--- config.mk ---
export PLATFORM = sky130hd
export DESIGN_NAME = instruction_encoder
export DESIGN_NICKNAME = d
export VERILOG_FILES = /design/src/rtl/instruction_encoder.sv
export SDC_FILE = /design/constraint.sdc
export NUM_CORES = 1
export LEC_CHECK = 0
export BUFFER_PORTS_ARGS = -buffer_cell sky130_fd_sc_hd__clkbuf_2
export CAP_MARGIN = 20
export CELL_PAD_IN_SITES_DETAIL_PLACEMENT = 0
export CELL_PAD_IN_SITES_GLOBAL_PLACEMENT = 1
export CORE_MARGIN = 4
export CORE_UTILIZATION = 37
export DETAILED_ROUTE_END_ITERATION = 16
export PLACE_DENSITY = 0.9
export SYNTH_ARGS = -nofsm -noshare
export SYNTH_HDL_FRONTEND = slang
export SYNTH_SLANG_ARGS = --single-unit
--- constraint.sdc ---
create_clock -name clock -period 2.5 [get_ports clock]
set_input_delay 0.375 -clock clock [delete_from_list [all_inputs] [get_ports clock]]
set_output_delay 0.375 -clock clock [all_outputs]
set_load 0.005 [all_outputs]
--- src/rtl/instruction_encoder.sv ---
// instruction_encoder: packs RV32I instruction fields into 32-bit words and
// streams them as sequential word writes into instruction memory, starting
// at a base address latched when a load starts. A single output register
// sits between the field-bundle handshake and the memory-write handshake.
module instruction_encoder #(
  parameter int COUNT_WIDTH = 16
) (
  input  logic                   clock,
  input  logic                   reset_n,
  input  logic                   start,
  input  logic [31:0]            base_addr,
  input  logic                   in_valid,
  output logic                   in_ready,
  input  logic [2:0]             in_format,
  input  logic [6:0]             in_opcode,
  input  logic [2:0]             in_funct3,
  input  logic [6:0]             in_funct7,
  input  logic [4:0]             in_rd,
  input  logic [4:0]             in_rs1,
  input  logic [4:0]             in_rs2,
  input  logic [31:0]            in_imm,
  input  logic                   in_last,
  output logic                   mem_valid,
  input  logic                   mem_ready,
  output logic [31:0]            mem_address,
  output logic [31:0]            mem_data,
  output logic [3:0]             mem_byte_enable,
  output logic                   busy,
  output logic                   done,
  output logic                   error,
  output logic [COUNT_WIDTH-1:0] word_count
);

  typedef enum logic [1:0] {
    S_IDLE  = 2'd0,
    S_RUN   = 2'd1,
    S_DRAIN = 2'd2,
    S_DONE  = 2'd3
  } state_t;

  localparam logic [2:0] FMT_R = 3'd0;
  localparam logic [2:0] FMT_I = 3'd1;
  localparam logic [2:0] FMT_S = 3'd2;
  localparam logic [2:0] FMT_B = 3'd3;
  localparam logic [2:0] FMT_U = 3'd4;
  localparam logic [2:0] FMT_J = 3'd5;

  // Standard RV32I bit placement. Immediate bits that a format cannot
  // represent (imm[0] for B/J, upper bits for I/S) are simply dropped, as
  // are register/funct fields the format does not carry.
  function automatic logic [31:0] pack_word(
    input logic [2:0]         fmt,
    input logic [6:0]         opc,
    input logic [2:0]         f3,
    input logic [6:0]         f7,
    input logic [4:0]         rd,
    input logic [4:0]         rs1,
    input logic [4:0]         rs2,
    input logic signed [31:0] imm
  );
    logic [31:0] word;
    word = '0;
    case (fmt)
      FMT_R: word = {f7, rs2, rs1, f3, rd, opc};
      FMT_I: word = {imm[11:0], rs1, f3, rd, opc};
      FMT_S: word = {imm[11:5], rs2, rs1, f3, imm[4:0], opc};
      FMT_B: word = {imm[12], imm[10:5], rs2, rs1, f3, imm[4:1], imm[11], opc};
      FMT_U: word = {imm[31:12], rd, opc};
      FMT_J: word = {imm[20], imm[10:1], imm[11], imm[19:12], rd, opc};
      default: word = '0;
    endcase
    return word;
  endfunction

  // Formats 6 and 7 have no encoding.
  function automatic logic fmt_legal(input logic [2:0] fmt);
    return (fmt <= FMT_J);
  endfunction

  state_t                   r_state;
  state_t                   w_state_nxt;
  logic [31:0]              r_ptr;
  logic                     r_error;
  logic [COUNT_WIDTH-1:0]   r_count;
  logic                     r_mem_vld_p1;
  logic [31:0]              r_mem_addr_p1;
  logic [31:0]              r_mem_data_p1;

  logic                     w_in_ready;
  logic                     w_accept;
  logic                     w_legal;
  logic                     w_load;
  logic                     w_xfer;
  logic                     w_start_ok;
  logic signed [31:0]       w_imm;
  logic [31:0]              w_word_p0;

  assign w_imm      = in_imm;
  assign w_xfer     = r_mem_vld_p1 && mem_ready;
  // The output register is single-entry: it can take a new word when empty
  // or when its current word leaves on this same edge.
  assign w_in_ready = (r_state == S_RUN) && (!r_mem_vld_p1 || mem_ready);
  assign w_accept   = in_valid && w_in_ready;
  assign w_legal    = fmt_legal(in_format);
  assign w_load     = w_accept && w_legal;
  assign w_start_ok = (r_state == S_IDLE) && start;

  // ---- stage p0: field bundle packed combinationally ----
  assign w_word_p0  = pack_word(in_format, in_opcode, in_funct3, in_funct7,
                                in_rd, in_rs1, in_rs2, w_imm);

  // FSM state register.
  always_ff @(posedge clock or negedge reset_n) begin
    if (!reset_n) begin
      r_state <= S_IDLE;
    end else begin
      r_state <= w_state_nxt;
    end
  end

  // Next-state logic framing one program load.
  always_comb begin
    w_state_nxt = r_state;
    case (r_state)
      S_IDLE: begin
        if (start) w_state_nxt = S_RUN;
      end
      S_RUN: begin
        // An illegal bundle marked last still ends the load.
        if (w_accept && in_last) w_state_nxt = S_DRAIN;
      end
      S_DRAIN: begin
        if (!r_mem_vld_p1 || w_xfer) w_state_nxt = S_DONE;
      end
      S_DONE: begin
        w_state_nxt = S_IDLE;
      end
      default: w_state_nxt = S_IDLE;
    endcase
  end

  // Write pointer, sticky error flag and completed-write counter.
  always_ff @(posedge clock or negedge reset_n) begin
    if (!reset_n) begin
      r_ptr   <= '0;
      r_error <= 1'b0;
      r_count <= '0;
    end else if (w_start_ok) begin
      r_ptr   <= base_addr & 32'hFFFF_FFFC;
      r_error <= 1'b0;
      r_count <= '0;
    end else begin
      if (w_load) r_ptr <= r_ptr + 32'd4;
      if (w_accept && !w_legal) r_error <= 1'b1;
      if (w_xfer) r_count <= r_count + COUNT_WIDTH'(1);
    end
  end

  // ---- stage p1: output register toward instruction memory ----
  always_ff @(posedge clock or negedge reset_n) begin
    if (!reset_n) begin
      r_mem_vld_p1  <= 1'b0;
      r_mem_addr_p1 <= '0;
      r_mem_data_p1 <= '0;
    end else if (w_load) begin
      r_mem_vld_p1  <= 1'b1;
      r_mem_addr_p1 <= r_ptr;
      r_mem_data_p1 <= w_word_p0;
    end else if (w_xfer) begin
      r_mem_vld_p1  <= 1'b0;
    end
  end

  assign in_ready        = w_in_ready;
  assign mem_valid       = r_mem_vld_p1;
  assign mem_address     = r_mem_addr_p1;
  assign mem_data        = r_mem_data_p1;
  assign mem_byte_enable = 4'hF;
  assign busy            = (r_state != S_IDLE);
  assign done            = (r_state == S_DONE);
  assign error           = r_error;
  assign word_count      = r_count;

endmodule

==> flow_summary.toml <==
[floorplan]
rows = 44
start_util = 0.3828
io_pins = 194
core_um2 = 14750
dieWidth_um = 131.6
die_height_um = 131.6
dieArea_um2 = 17310

[sta]
rsz0062_at_grt = "false"
setup_tns_ns = 0
finClkSkew_ns = 0.009284
maxSlewViolCount = 0
timing_hold_violations_final = 0
timing.fmax_ghz = 0.4436
worst_pin_slew_ns = 0.6001
slew_headroom = 0.5969
timing.hold.ws_ns = 0.01900
period_share = 0.9018
setup_violations = 0
post-route-min-period_ns = 2.254

[setup_path]
cp_common_cell = "or3_1"
startpoint_type = "flip-flop"
reg2reg_depth = 8
r2r_start = "r_state[1]"
cpMaxStageDelayCell = "dfrtp_1"
max_stage_delay_ns = 0.41
path_class = "reg -> reg"
critPathArrivalTime_ns = 2.53
r2r_end = "r_ptr[31]"
crit_chain = "inv_1 > ha_1 > and2_1 > nand3_4 > buf_4 > or3_1 > or3_1 > a31oi_1"
end_kind = "flip-flop"
r2r_slack_ns = 0.25
path_max_fanout = 29
cp.required_ns = 2.77

[yosys]
synth.distinct_cells = 43
synthTopCellsByArea = "dfrtp_1, nand2_1, o21ai_0"
synth_flop_cell = "dfrtp_1"
yosys.area.top_type_share = 0.4962
yosysSeqAreaShare = 0.4962
synth_adder_area_share = 0.01551
synth_warnings = 0
syn_area_per_cell_um2 = 8.839
yosysTopAreaCell = "dfrtp_1"
synth.mux.area_fraction = 0.02946
synth_top_family_by_area = "simple AND/OR/NAND/NOR gates"
postSynth.asyncResetShare = 1.000
synthSimpleGateAreaFrac = 0.2461
synth_compound_area_frac = 0.1108
synth_xor_xnor_area_share = 0.06358
ys_top_cells_by_count = "nand2_1, dfrtp_1, o21ai_0, nor2_1, clkbuf_1"
yosysMostFrequentCell = "nand2_1"
synth-seq-cells = 112
synthesis.area_um2 = 5648
syn_inst = 639
synth_edf_count = 0

[cts]
cts_tree = "done"
root_buffer = "clkbuf_16"
numCtsBuffers = 9
holdBufCountCts = 0
cts_num_sinks = 112
clock_path_buffers = 2
path_clk_slew_ns = 0.07
clk_latency_ns = 0.35
cts_max_level = 3
cts_setup_buffers = 0
postCtsResizedCells = 0

[routing]
ant_nets = 0
first_iter_violations = 292
drcViolationCount = 0
vias_per_cell = 5.056
drtPass1Iterations = 4
wl_per_cell_um = 15.32
totalWireLength_um = 15370
routed-via-count = 5071

[hold_path]
hp-class = "in -> async"

[pwr]
irDropWorstVdd_v = 0.0003780
p_int_w = 0.004447
power_frac_clock = 0.207
p_leak_nw = 3.485
p_sw_w = 0.002554
switching_share = 0.3649
power_density_nw_per_um2 = 984.8
power_frac_comb = 0.344
p_seq_frac = 0.449
total_power_w = 0.007001

[layout]
multi_input_area_um2 = 2670
final_cell_area_um2 = 7109
nNetsFinal = 926
syn_to_final_growth_pct = 25.88
fillCellCount = 1498
n_antenna_cell = 0
drive_above_1_share = 0.2796
regArea_um2 = 2803
fin_util = 0.4819

[global_routing]
grt_pass1_vias = 4989
grt.total_usage = 0.1784
antenna_found_initial = 0
grt_first_pass_wirelength_um = 25460
grt_start_max_net_pins = 58
grt_overflow = 0

[status]
outcome = "completed"

[placement]
hpwl_um = 11250
dpl-instance-area_um2 = 6819
io_buffers = 185
gp_congestion = 0.8109

[run]
cap_viol_max_count = 0
kinds of logic (layout without fill, tap and decap cells):
family	Yosys count	in the layout
other cells	2	6
flops	112	112
simple gates	306	306
xor+xnor	41	41
buf+inv	49	225
mux	16	16
fa+ha+maj	7	7
compound gates	106	106
how the worst max path moves through the flow:
stage	startpoint	end	cells past startpoint	slack, ns
after floorplan	r_state[1]	r_ptr[26]	7	0.39
after global placement	r_state[1]	r_ptr[31]	8	0.29
after detailed placement	r_state[1]	r_ptr[31]	8	0.24
after CTS	r_state[1]	r_ptr[31]	8	0.23
after global routing	r_state[1]	r_ptr[31]	8	0.07
final	r_state[1]	r_ptr[31]	8	0.25
power by group through the flow:
stage | sequential [W] | clock [W] | combinational [W]
finish | 0.00314 | 0.00145 | 0.00241
global route | 0.00326 | 0.00156 | 0.00275
floorplan | 0.00310 | 0 | 0.00135
detailed placement | 0.00317 | 0 | 0.00246
CTS | 0.00315 | 0.00150 | 0.00246
global placement | 0.00314 | 0 | 0.00240
worst max-delay path, delay by kind of cell, from the launching register on:
| family | cells | cell delay, ns |
|---|---|---|
| and+or+nand+nor | 4 | 1.07 |
| DFF | 1 | 0.41 |
| buffers and inverters | 2 | 0.36 |
| adders and majority gates | 1 | 0.18 |
| AOI/OAI and AO/OA | 1 | 0.16 |
through the flow:
stage               setup slack, ns  cells
global placement             0.2855    987
global route                0.06537   1003
CTS                          0.2348   1003
floorplan                    0.3946    643
finish                       0.2456   1003
detailed placement           0.2358    987
metal layers:
metal	vias to the layer above	wire (µm)	global-route usage
li1	2518	-	-
met3	16	1098	0.04702
met1	2370	7031	0.2371
met2	167	6964	0.2842
met5	-	0	0
met4	0	274	0.06009
registers in the layout (all words and copies together) (netlist names):
signal	cells
r_state	2
error	1
mem_address	30
mem_valid	1
r_ptr	30
word_count	16
mem_data	32
area by class of cell:
type | instances | area share
clock inverters | 4 | 0.007568
well taps | 184 | 0.03238
clock buffers | 12 | 0.03326
inverters | 8 | 0.004224
repair buffers | 201 | 0.1528
flip-flops and latches | 112 | 0.3942
multi-input cells | 482 | 0.3756
layout by cell type, fill, tap and decap left out, types with 6 or more instances in the layout:
cell,n
nor2_1,37
nand3_1,17
dfrtp_1,112
nand2b_1,9
clkbuf_2,184
nand4_1,15
nor2b_1,7
o22ai_1,9
nand2_1,173
mux2i_1,11
o21ai_0,46
xnor2_1,24
buf_4,14
ha_1,7
o31ai_1,7
a21oi_1,24
inv_1,8
conb_1,6
xor2_1,17
clkbuf_16,9
nor4_1,10
nor3_1,10
No activity file was read; power rests on OpenSTA's default activity.
